**src/rtl/alu_scheduler_if.sv**
```systemverilog
// Bundle between two requesters, the scheduler and the shared ALU.
// The slave modport is the scheduler; master is the surrounding environment.
interface alu_scheduler_if #(
    parameter int WIDTH = 32
);
    logic             a_valid;
    logic             b_valid;
    logic             a_ready;
    logic             b_ready;
    logic [WIDTH-1:0] a_x;
    logic [WIDTH-1:0] a_y;
    logic [WIDTH-1:0] b_x;
    logic [WIDTH-1:0] b_y;
    logic             a_op;
    logic             b_op;
    logic [WIDTH-1:0] alu_x;
    logic [WIDTH-1:0] alu_y;
    logic             alu_op;
    logic             alu_issue;
    logic [WIDTH-1:0] alu_result;
    logic             alu_overflow;
    logic             a_resp_valid;
    logic             b_resp_valid;
    logic [WIDTH-1:0] a_resp_result;
    logic [WIDTH-1:0] b_resp_result;
    logic             a_resp_overflow;
    logic             b_resp_overflow;
    logic [3:0]       inflight;

    modport slave (
        input  a_valid, b_valid, a_x, a_y, b_x, b_y, a_op, b_op,
        input  alu_result, alu_overflow,
        output a_ready, b_ready, alu_x, alu_y, alu_op, alu_issue,
        output a_resp_valid, b_resp_valid, a_resp_result, b_resp_result,
        output a_resp_overflow, b_resp_overflow, inflight
    );

    modport master (
        output a_valid, b_valid, a_x, a_y, b_x, b_y, a_op, b_op,
        output alu_result, alu_overflow,
        input  a_ready, b_ready, alu_x, alu_y, alu_op, alu_issue,
        input  a_resp_valid, b_resp_valid, a_resp_result, b_resp_result,
        input  a_resp_overflow, b_resp_overflow, inflight
    );
endinterface

```
**src/rtl/alu_scheduler.sv**
```systemverilog
// Round-robin arbiter feeding a shared fixed-latency ALU; a tag pipeline
// routes each ALU result back to the requester that issued it.
module alu_scheduler #(
    parameter int LATENCY = 3,
    parameter int WIDTH   = 32
) (
    input  logic           clk,
    input  logic           rst,
    alu_scheduler_if.slave bus
);
    localparam logic [3:0] INFLIGHT_MAX = 4'(LATENCY + 2);

    logic             grant_a;
    logic             grant_b;
    logic             accept;
    logic             last_grant_b;
    logic             issue_q;
    logic             issue_tag_q;
    logic             op_q;
    logic [WIDTH-1:0] x_q;
    logic [WIDTH-1:0] y_q;
    logic [LATENCY:1] pipe_v;
    logic [LATENCY:1] pipe_t;
    logic             ret_a;
    logic             ret_b;
    logic             a_rv_q;
    logic             b_rv_q;
    logic             a_ovf_q;
    logic             b_ovf_q;
    logic [WIDTH-1:0] a_res_q;
    logic [WIDTH-1:0] b_res_q;
    logic [3:0]       inflight_q;

    // Ready is a pure function of valid and last_grant, so it cannot loop back into valid.
    always_comb begin
        grant_a = 1'b0;
        grant_b = 1'b0;
        if (!rst) begin
            if (bus.a_valid && bus.b_valid) begin
                grant_a = last_grant_b;
                grant_b = !last_grant_b;
            end else begin
                grant_a = bus.a_valid;
                grant_b = bus.b_valid;
            end
        end
    end

    assign accept = grant_a | grant_b;

    always_ff @(posedge clk or posedge rst) begin
        if (rst) begin
            issue_q      <= 1'b0;
            issue_tag_q  <= 1'b0;
            op_q         <= 1'b0;
            x_q          <= '0;
            y_q          <= '0;
            last_grant_b <= 1'b1;
        end else begin
            issue_q <= accept;
            if (accept) begin
                issue_tag_q  <= grant_b;
                op_q         <= grant_b ? bus.b_op : bus.a_op;
                x_q          <= grant_b ? bus.b_x  : bus.a_x;
                y_q          <= grant_b ? bus.b_y  : bus.a_y;
                last_grant_b <= grant_b;
            end
        end
    end

    // Stage k is valid LATENCY-k cycles before the ALU result for that issue appears.
    always_ff @(posedge clk or posedge rst) begin
        if (rst) begin
            pipe_v <= '0;
            pipe_t <= '0;
        end else begin
            pipe_v[1] <= issue_q;
            pipe_t[1] <= issue_tag_q;
            for (int k = 2; k <= LATENCY; k++) begin
                pipe_v[k] <= pipe_v[k-1];
                pipe_t[k] <= pipe_t[k-1];
            end
        end
    end

    assign ret_a = pipe_v[LATENCY] & ~pipe_t[LATENCY];
    assign ret_b = pipe_v[LATENCY] &  pipe_t[LATENCY];

    always_ff @(posedge clk or posedge rst) begin
        if (rst) begin
            a_rv_q  <= 1'b0;
            b_rv_q  <= 1'b0;
            a_res_q <= '0;
            b_res_q <= '0;
            a_ovf_q <= 1'b0;
            b_ovf_q <= 1'b0;
        end else begin
            a_rv_q <= ret_a;
            b_rv_q <= ret_b;
            if (ret_a) begin
                a_res_q <= bus.alu_result;
                a_ovf_q <= bus.alu_overflow;
            end
            if (ret_b) begin
                b_res_q <= bus.alu_result;
                b_ovf_q <= bus.alu_overflow;
            end
        end
    end

    always_ff @(posedge clk or posedge rst) begin
        if (rst) begin
            inflight_q <= '0;
        end else if (accept && !(a_rv_q || b_rv_q)) begin
            if (inflight_q != INFLIGHT_MAX) inflight_q <= inflight_q + 4'd1;
        end else if (!accept && (a_rv_q || b_rv_q)) begin
            if (inflight_q != 4'd0) inflight_q <= inflight_q - 4'd1;
        end
    end

    assign bus.a_ready         = grant_a;
    assign bus.b_ready         = grant_b;
    assign bus.alu_issue       = issue_q;
    assign bus.alu_op          = op_q;
    assign bus.alu_x           = x_q;
    assign bus.alu_y           = y_q;
    assign bus.a_resp_valid    = a_rv_q;
    assign bus.b_resp_valid    = b_rv_q;
    assign bus.a_resp_result   = a_res_q;
    assign bus.b_resp_result   = b_res_q;
    assign bus.a_resp_overflow = a_ovf_q;
    assign bus.b_resp_overflow = b_ovf_q;
    assign bus.inflight        = inflight_q;
endmodule

```
**src/flat_wrapper.sv**
```systemverilog
// flat-port wrapper written by rule: the top's interface ports become plain ports
module alu_scheduler_flat 
#(
    parameter int LATENCY = 3,
    parameter int WIDTH   = 32
)
  (clk, rst, bus_a_valid, bus_b_valid, bus_a_x, bus_a_y, bus_b_x, bus_b_y, bus_a_op, bus_b_op, bus_alu_result, bus_alu_overflow, bus_a_ready, bus_b_ready, bus_alu_x, bus_alu_y, bus_alu_op, bus_alu_issue, bus_a_resp_valid, bus_b_resp_valid, bus_a_resp_result, bus_b_resp_result, bus_a_resp_overflow, bus_b_resp_overflow, bus_inflight);
  alu_scheduler_if #(.WIDTH(WIDTH)) bus_i ();
  input  logic clk;
  input  logic rst;
  input wire logic [$bits(bus_i.a_valid)-1:0] bus_a_valid;
  input wire logic [$bits(bus_i.b_valid)-1:0] bus_b_valid;
  input wire logic [$bits(bus_i.a_x)-1:0] bus_a_x;
  input wire logic [$bits(bus_i.a_y)-1:0] bus_a_y;
  input wire logic [$bits(bus_i.b_x)-1:0] bus_b_x;
  input wire logic [$bits(bus_i.b_y)-1:0] bus_b_y;
  input wire logic [$bits(bus_i.a_op)-1:0] bus_a_op;
  input wire logic [$bits(bus_i.b_op)-1:0] bus_b_op;
  input wire logic [$bits(bus_i.alu_result)-1:0] bus_alu_result;
  input wire logic [$bits(bus_i.alu_overflow)-1:0] bus_alu_overflow;
  output wire logic [$bits(bus_i.a_ready)-1:0] bus_a_ready;
  output wire logic [$bits(bus_i.b_ready)-1:0] bus_b_ready;
  output wire logic [$bits(bus_i.alu_x)-1:0] bus_alu_x;
  output wire logic [$bits(bus_i.alu_y)-1:0] bus_alu_y;
  output wire logic [$bits(bus_i.alu_op)-1:0] bus_alu_op;
  output wire logic [$bits(bus_i.alu_issue)-1:0] bus_alu_issue;
  output wire logic [$bits(bus_i.a_resp_valid)-1:0] bus_a_resp_valid;
  output wire logic [$bits(bus_i.b_resp_valid)-1:0] bus_b_resp_valid;
  output wire logic [$bits(bus_i.a_resp_result)-1:0] bus_a_resp_result;
  output wire logic [$bits(bus_i.b_resp_result)-1:0] bus_b_resp_result;
  output wire logic [$bits(bus_i.a_resp_overflow)-1:0] bus_a_resp_overflow;
  output wire logic [$bits(bus_i.b_resp_overflow)-1:0] bus_b_resp_overflow;
  output wire logic [$bits(bus_i.inflight)-1:0] bus_inflight;
  assign bus_i.a_valid = bus_a_valid;
  assign bus_i.b_valid = bus_b_valid;
  assign bus_i.a_x = bus_a_x;
  assign bus_i.a_y = bus_a_y;
  assign bus_i.b_x = bus_b_x;
  assign bus_i.b_y = bus_b_y;
  assign bus_i.a_op = bus_a_op;
  assign bus_i.b_op = bus_b_op;
  assign bus_i.alu_result = bus_alu_result;
  assign bus_i.alu_overflow = bus_alu_overflow;
  assign bus_a_ready = bus_i.a_ready;
  assign bus_b_ready = bus_i.b_ready;
  assign bus_alu_x = bus_i.alu_x;
  assign bus_alu_y = bus_i.alu_y;
  assign bus_alu_op = bus_i.alu_op;
  assign bus_alu_issue = bus_i.alu_issue;
  assign bus_a_resp_valid = bus_i.a_resp_valid;
  assign bus_b_resp_valid = bus_i.b_resp_valid;
  assign bus_a_resp_result = bus_i.a_resp_result;
  assign bus_b_resp_result = bus_i.b_resp_result;
  assign bus_a_resp_overflow = bus_i.a_resp_overflow;
  assign bus_b_resp_overflow = bus_i.b_resp_overflow;
  assign bus_inflight = bus_i.inflight;
  alu_scheduler #(.LATENCY(LATENCY), .WIDTH(WIDTH)) u_core (.clk(clk), .rst(rst), .bus(bus_i));
endmodule
```
**config.mk**
```make
export PLATFORM = sky130hd
export DESIGN_NAME = alu_scheduler_flat
export DESIGN_NICKNAME = d
export VERILOG_FILES = /design/src/rtl/alu_scheduler_if.sv /design/src/rtl/alu_scheduler.sv /design/src/flat_wrapper.sv
export SDC_FILE = /design/constraint.sdc
export NUM_CORES = 1
export LEC_CHECK = 0
export CAP_MARGIN = 20
export CORE_MARGIN = 1.5
export CORE_UTILIZATION = 37
export CTS_BUF_LIST = sky130_fd_sc_hd__clkbuf_8
export DETAILED_ROUTE_END_ITERATION = 12
export GPL_TIMING_DRIVEN = 0
export HOLD_SLACK_MARGIN = 0.12
export PLACE_DENSITY = 0.78
export SYNTH_ARGS = -nofsm -noshare
export SYNTH_HDL_FRONTEND = slang
export SYNTH_SLANG_ARGS = --single-unit
```
**constraint.sdc**
```tcl
create_clock -name clk -period 5.6 [get_ports clk]
set_input_delay 1.12 -clock clk [delete_from_list [all_inputs] [get_ports clk]]
set_output_delay 1.12 -clock clk [all_outputs]
set_load 0.02 [all_outputs]
```
# Word-level counts from Yosys, hierarchy flattened
# Cells that the tools add are included.
dict set report classes {
  order_cmp 0
  muxes 11
  mul 0
  eq_ne 2
  div 0
  bitwise 4
  shifts 0
  add_sub_neg 2
  n_reduce_logical 11
}
# cell n
set op_table {}
lappend op_table {{32-bit two-way mux} 2}
lappend op_table {{4-bit two-way mux} 4}
lappend op_table {{1-bit two-way mux} 5}
lappend op_table {{4-bit by 1-bit adder with 4-bit output, second input constant} 1}
lappend op_table {{4-bit by 3-bit != test with 1-bit output, second input constant} 1}
lappend op_table {{2-bit nonzero test} 2}
lappend op_table {{4-bit nonzero test} 1}
lappend op_table {{4-bit by 1-bit subtractor with 4-bit output, second input constant} 1}
lappend op_table {{1-bit logical AND} 3}
lappend op_table {{1-bit zero test} 3}
lappend op_table {{3-bit AND reduction} 1}
lappend op_table {{1-bit bitwise AND} 2}
lappend op_table {{2-bit != test, second input constant} 1}
lappend op_table {{1-bit logical OR} 1}
lappend op_table {{1-bit NOT} 1}
lappend op_table {{1-bit OR} 1}
dict set report word_totals {
  latch_bits 0
  inputBits 167
  rom_bits 0
  ramBits 0
  memories 0
  output_inout_bits 140
  register_bits 146
}

# Logic depth before layout (Yosys ltp)
# Gate-level depths: netlist of run 1.
dict set report logic_depth {
  depth_word 8
  mapped_depth 9
  ltp_nobuf 8
}

# Least setup slack after synthesis of run 1
# OpenSTA, ideal clock, no wires.
dict set report synth_timing {
  kind {input-to-output}
  start {input port rst}
  end {output port bus_a_ready}
  stages 2
  setup_slack_ns -0.229
  required_ns 4.480
  path_buffers 0
  t_arrival_ns 4.709
  cell_sequence {inv_1 -> o211a_1}
}
dict set report synth_via {
  elab_chain_len 1
}
# element line_no
set synth_rtl {}
lappend synth_rtl {{start: declaration} flat_wrapper.sv:10} ;# input logic rst;
lappend synth_rtl {{1-bit two-way mux} alu_scheduler.sv:38} ;# if (!rst) begin
lappend synth_rtl {{end: declaration} flat_wrapper.sv:21} ;# output wire logic [$bits(bus_i.a_ready)-1:0] bus_a_ready;
# No other way between the ends.

# Worst setup path after layout of run 1
dict set report layout_timing {
  start {input port rst}
  end {output port bus_b_ready}
}
dict set report layout_via {
  elab_chain_len 1
}
# element line_no
set layout_rtl {}
lappend layout_rtl {{1-bit two-way mux} alu_scheduler.sv:38}
lappend layout_rtl {{end: declaration} flat_wrapper.sv:22} ;# output wire logic [$bits(bus_i.b_ready)-1:0] bus_b_ready;
# No other way between the ends.

==> results.md, run 1 <==
* Yosys top cell by area: dfrtp_1
* Worst setup margin at 1.27 ns
* Area of the multi-input gates at 2280 sq um
* Antenna diodes at 0
* Largest net degree at the start of global routing at 45
* Commonest non-fill, non-tap cell in the layout: clkdlybuf4s50_1
* GPL Wtd Cong at 0.820
* Number of max-cap violations at 0
* Yosys warns at 0
* Max Transition Viols Final at 0
* # setup viols final at 0
* Critical path data arrival time at 3.21 ns
* # DRC at 0
* Area growth syn-to-layout at 62.2%
* H-tree levels at 4
* R2r endpoint: u_core.bus.inflight[3]
* Layout cells sized above 1 at 15.0%
* Worst reg-to-reg setup slack at 3.36 ns
* Req. time, crit path at 4.48 ns
* Core area at 16000 sq um
* RSZ-0062 raised after global routing: false
* Total Routing Usage GR at 21.0%
* Dominant synthesized flop cell: dfrtp_1
* Leak at 4.12 nW
* Sequential fraction of the synthesis area at 60.0%
* Reg area at 3650 sq um
* Ranking of synthesized cells by area: dfrtp_1 (60%), mux2_2 (12%), mux2i_1 (11%)
* Fillers at 1267
* Status: complete, no violations
* Hold WS at 0.350 ns
* Nets at 983
* Overflow after GRT at 0
* Post-DP HPWL at 14000 um
* TritonCTS clock tree: yes
* Hold Crit Class: register to register
* DIE AREA at 17200 sq um
* Rows at 46
* Vias in the first global route at 5267
* Total I/O pin count at 307
* Final worst-path cycle share at 77.3%
* Mapped Nets at 655
* Drt first pass iters at 4
* Initial antenna violation count at 1
* Yosys cell types at 35
* First-pass GRT wire length at 28200 um
* Clock buffer depth at 2
* I/O Buffers at 306
* Syn Inst Count at 485
* Crit end category: output port
* Rel. slew slack at 45.7%
* Root buffer cell: clkbuf_8
* Die X at 131 um
* Clk slew on worst S/H paths at 0.07 ns
* DR WL/cell at 17.2 um
* Setup WS pre-CTS at 1.26 ns
* Post-CTS setup repair buffer count at 0
* Tmin final at 4.33 ns
* R2R depth at 7
* DR iter-0 viols at 191
* Post-synth EDFFs at 0
* Worst Setup Path Type: input port to output port
* Fmax at 231 MHz
* Die Y at 131 um
* Async SR Flop Fraction at 100%
* Starting Density at 38.1%
* Routed Antenna Nets at 0
* Synthesized area per cell at 12.6 sq um
* Vias per std cell at 4.85
* Hold Crit Endpoint: u_core.pipe_v[3]
* # hold bufs at CTS at 0
* Worst-path fanout max at 10
* Seq cells post-synth at 146
* Hold Crit Start: u_core.pipe_v[2]
* Routed WL at 17900 um
* Via count at 5051
* Max Clock Skew at 0.0131 ns
* Clk sinks at 146
* CP Launch Type: input port
* Total CTS buffers at 17
* Most frequent cells in the layout: clkdlybuf4s50_1 (306), dfrtp_1 (145), nand2_1 (67), mux2_2 (67), mux2i_1 (66)
* Post-CTS sizing at 0
* Reg2reg start: u_core.bus.b_resp_valid
* PD cells at 350 nW/um^2
* Post-synth top area share at 59.5%
* Clock latency on the worst-skew pair at 0.44 ns
* Endpoints failing hold at 0
* Synthesized area at 6090 sq um
* Worst hold stages at 0
* Worst-margin pin slew at 0.814 ns
* Maximum VDD drop at 0.143 mV
-- metrics by stage --
stage / util (%) / area (sq um) / total power [mW] / setup TNS [ns] / cells
floorplan: - / 6100 / 2.00 / 0 / 485
global placement: 58.9 / 9430 / 2.63 / -1.06 / 1007
detailed placement: 59.3 / 9490 / 2.67 / 0 / 1010
CTS: 61.8 / 9880 / 3.50 / 0 / 1041
global route: 61.8 / 9880 / 3.63 / 0 / 1041
finish: 61.8 / 9880 / 3.46 / 0 / 1041
-- cell type report --
class,instances,area share [%]
Buffer,30,1.46
Timing Repair Buffer,309,31.6
Inverter,5,0.228
Clock inverter,12,1.34
Sequential cell,146,37.0
Clock buffer,19,2.65
Multi-Input combinational cell,304,23.0
Tap cell,216,2.73
-- power by group --
group	internal, mW	total (mW)	switching, mW
Combinational	0.657	1.25	0.592
Sequential	1.26	1.40	0.134
Clock	0.419	0.815	0.397
-- cells by family (layout without fill, tap and decap cells) --
kind of cell	after synthesis	in the layout	synth area share, %
fa+ha+maj	3	3	0.739
flops	146	146	60.0
simple gates	81	81	5.40
mux	134	134	23.4
compound gates	85	85	7.66
buf+inv	35	375	2.67
xor+xnor	1	1	0.144
-- worst max path at each step --
| stage | slack [ns] | cells after the start | startpoint | endpoint |
|---|---|---|---|---|
| after floorplan | 0.85 | 2 | rst | bus_a_ready |
| after global placement | -1.06 | 4 | rst | bus_a_ready |
| after detailed placement | 1.26 | 5 | rst | bus_b_ready |
| after CTS | 1.25 | 5 | rst | bus_b_ready |
| after global routing | 1.18 | 5 | rst | bus_b_ready |
| final | 1.27 | 5 | rst | bus_b_ready |
-- flip-flops by register name, indices dropped and copies added (netlist names) --
| name | flops |
|---|---|
| u_core.bus.a_resp_result | 32 |
| u_core.bus.alu_x | 32 |
| u_core.bus.alu_y | 32 |
| u_core.bus.b_resp_result | 32 |
| u_core.bus.inflight | 4 |
| u_core.pipe_t | 3 |
| u_core.pipe_v | 3 |
| u_core.bus.a_resp_overflow | 1 |
| u_core.bus.a_resp_valid | 1 |
| u_core.bus.alu_issue | 1 |
| u_core.bus.alu_op | 1 |
| u_core.bus.b_resp_overflow | 1 |
| u_core.bus.b_resp_valid | 1 |
| u_core.issue_tag_q | 1 |
| u_core.last_grant_b | 1 |
-- worst max-delay path: stages --
cell,delay (ns)
clkdlybuf4s50_1,0.49
a211oi_2,0.43
buf_4,0.29
buf_4,0.24
clkdlybuf4s50_1,0.64
-- cell usage after synthesis, types with 3 or more instances --
library cell  number
mux2i_1           66
o21ai_1           17
dfrtp_1          145
o21ai_0           51
buf_4              4
nor3_1             3
nor2_1             3
clkbuf_1          13
buf_2             13
nand2_1           67
mux2_2            67
a21o_1             3
a21oi_1            4
inv_1              4
-- per-layer routing --
layer  vias up  wire (um)  GRT usage, %
li1       2354          -             -
met1      2438       7110          23.9
met2       240       8960          36.8
met3        19       1550          7.87
met4         0        291          6.42
met5         -          0             0
No activity file was read; power rests on OpenSTA's default activity.
==> inputs of run 2 (changes only) <==
--- a/config.mk
+++ b/config.mk
@@ -7,12 +7,12 @@
 export LEC_CHECK = 0
 export CAP_MARGIN = 20
 export CORE_MARGIN = 1.5
-export CORE_UTILIZATION = 37
+export CORE_UTILIZATION = 41
 export CTS_BUF_LIST = sky130_fd_sc_hd__clkbuf_8
 export DETAILED_ROUTE_END_ITERATION = 12
 export GPL_TIMING_DRIVEN = 0
 export HOLD_SLACK_MARGIN = 0.12
-export PLACE_DENSITY = 0.78
+export PLACE_DENSITY = 0.82
 export SYNTH_ARGS = -nofsm -noshare
 export SYNTH_HDL_FRONTEND = slang
 export SYNTH_SLANG_ARGS = --single-unit
==> constraint.sdc (replaced) <==
create_clock -name clk -period 4 [get_ports clk]
set_input_delay 0.8 -clock clk [delete_from_list [all_inputs] [get_ports clk]]
set_output_delay 0.8 -clock clk [all_outputs]
set_load 0.02 [all_outputs]
==> results.md, run 2 (synthesis results as in run 1) <==
* Routed WL at 17300 um (was 17900 um)
* Rel. slew slack at 61.3% (was 45.7%)
* Reg area at 3650 sq um (unchanged)
* Routed Antenna Nets at 0 (unchanged)
* Max Clock Skew at 0.00880 ns (was 0.0131 ns)
* GPL Wtd Cong at 0.895 (was 0.820)
* Nets at 983 (unchanged)
* # setup viols final at 0 (unchanged)
* Reg power frac at 40.4% (about the same)
* Initial antenna violation count at 0 (was 1)
* I/O Buffers at 306 (unchanged)
* Layout cells sized above 1 at 14.8% (was 15.0%)
* Rows at 44 (was 46)
* Worst Setup Path Type: input port to output port (unchanged)
* # DRC at 0 (unchanged)
* Clock latency on the worst-skew pair at 0.44 ns (about the same)
* Root buffer cell: clkbuf_8 (unchanged)
* Worst-margin pin slew at 0.581 ns (was 0.814 ns)
* DR iter-0 viols at 203 (was 191)
* Final worst-path cycle share at 93.1%
* Most frequent cells in the layout: clkdlybuf4s50_1 (306), dfrtp_1 (145), nand2_1 (67), mux2_2 (67), mux2i_1 (66) (unchanged)
* Drt first pass iters at 5 (was 4)
* H-tree levels at 4 (unchanged)
* RSZ-0062 raised after global routing: false (unchanged)
* Fmax at 268 MHz
* Area growth syn-to-layout at 61.5% (was 62.2%)
* DIE AREA at 15600 sq um (was 17200 sq um)
* Design area at 9840 sq um (was 9880 sq um)
* Area of the multi-input gates at 2280 sq um (unchanged)
* Maximum VDD drop at 0.207 mV (was 0.143 mV)
* Post-CTS sizing at 0 (unchanged)
* Fillers at 1067 (was 1267)
* Largest net degree at the start of global routing at 46 (was 45)
* Hold Crit Class: register to register (unchanged)
* Worst hold stages at 0 (unchanged)
* Via count at 5035 (was 5051)
* Area after DPL at 9450 sq um (was 9490 sq um)
* CP Launch Type: input port (unchanged)
* Leak at 4.13 nW (was 4.12 nW)
* Core area at 14500 sq um (was 16000 sq um)
* Net Sw Power at 1.54 mW (was 1.12 mW)
* Worst-path fanout max at 10 (unchanged)
* Clk slew on worst S/H paths at 0.07 ns (about the same)
* Die Y at 125 um (was 131 um)
* Starting Density at 41.9% (was 38.1%)
* Total I/O pin count at 307 (unchanged)
* Antenna diodes at 0 (unchanged)
* Vias in the first global route at 5412 (was 5267)
* Logic pwr share at 35.9% (was 36.1%)
* R2R depth at 7 (unchanged)
* Internal power at 3.31 mW (was 2.34 mW)
* Util after Layout at 67.7% (was 61.8%)
* DR WL/cell at 17.2 um (about the same)
* Post-DP HPWL at 13700 um (was 14000 um)
* First-pass GRT wire length at 27700 um (was 28200 um)
* Overflow after GRT at 0 (unchanged)
* Post-CTS setup repair buffer count at 0 (unchanged)
* Max Transition Viols Final at 0 (unchanged)
* Clock buffer depth at 2 (unchanged)
* # hold bufs at CTS at 0 (unchanged)
* Endpoints failing hold at 0 (unchanged)
* Number of max-cap violations at 0 (unchanged)
* Req. time, crit path at 3.20 ns (was 4.48 ns)
* Hold WS at 0.346 ns (was 0.350 ns)
* Switch share at 31.8% (was 32.4%)
* Vias per std cell at 5.00 (was 4.85)
* Crit end category: output port (unchanged)
* PD cells at 492 nW/um^2 (was 350 nW/um^2)
* Status: complete, no violations (unchanged)
* Tmin final at 3.72 ns
* Commonest non-fill, non-tap cell in the layout: clkdlybuf4s50_1 (unchanged)
* Critical path data arrival time at 2.92 ns (was 3.21 ns)
* Clock power frac at 23.8% (was 23.6%)
* Total Routing Usage GR at 22.5% (was 21.0%)
* TritonCTS clock tree: yes (unchanged)
* Clk sinks at 146 (unchanged)
* Total CTS buffers at 17 (unchanged)
* Die X at 125 um (was 131 um)
## run 2: changes by cell type in the layout (fill, tap and decap cells not counted)
cell        previous run  this run
bufinv_16              2         3
clkinv_2               2         4
clkinvlp_4             3         1
clkbuf_8              19        18
inv_1                  4         5
inv_6                  2         0
## run 2: worst max-delay path: stages
cell             delay, ns
clkdlybuf4s50_1       0.49
a211oi_2              0.45
buf_4                 0.30
buf_4                 0.24
clkdlybuf4s50_1       0.63
## run 2: cell type report
cell class	count	area share (%)
tap	184	2.34
sequential	146	37.1
timing repair buffer	309	31.7
inverter	5	0.229
clock inverter	12	1.46
buffer	30	1.46
clock buffer	18	2.52
multi-input combinational	304	23.1
## run 2: metal layers
| metal | vias up | GRT usage, % | wire (um) |
|---|---|---|---|
| met5 | - | 0 | 0 |
| met4 | 0 | 7.42 | 273 |
| met3 | 22 | 7.22 | 1340 |
| met2 | 215 | 41.4 | 9070 |
| met1 | 2446 | 24.5 | 6660 |
| li1 | 2352 | - | - |
## run 2: power by group through the flow
stage	registers [mW]	logic (mW)	clock network, mW
after global placement	1.96	1.71	0
after CTS	1.96	1.75	1.18
after floorplan	2.31	0.491	0
after global routing	2.00	1.84	1.25
after detailed placement	1.99	1.75	0
final	1.96	1.74	1.15
## run 2: path summary, 6_finish.rpt
kind	to	startpoint	slack [ns]
max	bus_b_ready	rst	0.28
max reg2reg	u_core.bus.inflight[3]	u_core.bus.b_resp_valid	1.84
min reg2reg	u_core.pipe_t[2]	u_core.pipe_t[1]	0.35
min	u_core.pipe_t[2]	u_core.pipe_t[1]	0.35
min in group asynchronous	u_core.bus.alu_x[23]	rst	0.82
max in group asynchronous	u_core.bus.b_resp_result[1]	rst	2.31
## run 2: per-stage QoR
step / TNS, ns / setup slack (ns) / cells / power, mW
CTS: 0 / 0.239 / 1008 / 4.90
detailed placement: 0 / 0.260 / 978 / 3.74
finish: 0 / 0.275 / 1008 / 4.85
global placement: -1.91 / -1.91 / 975 / 3.67
floorplan: -0.112 / -0.112 / 485 / 2.80
global route: 0 / 0.190 / 1008 / 5.09
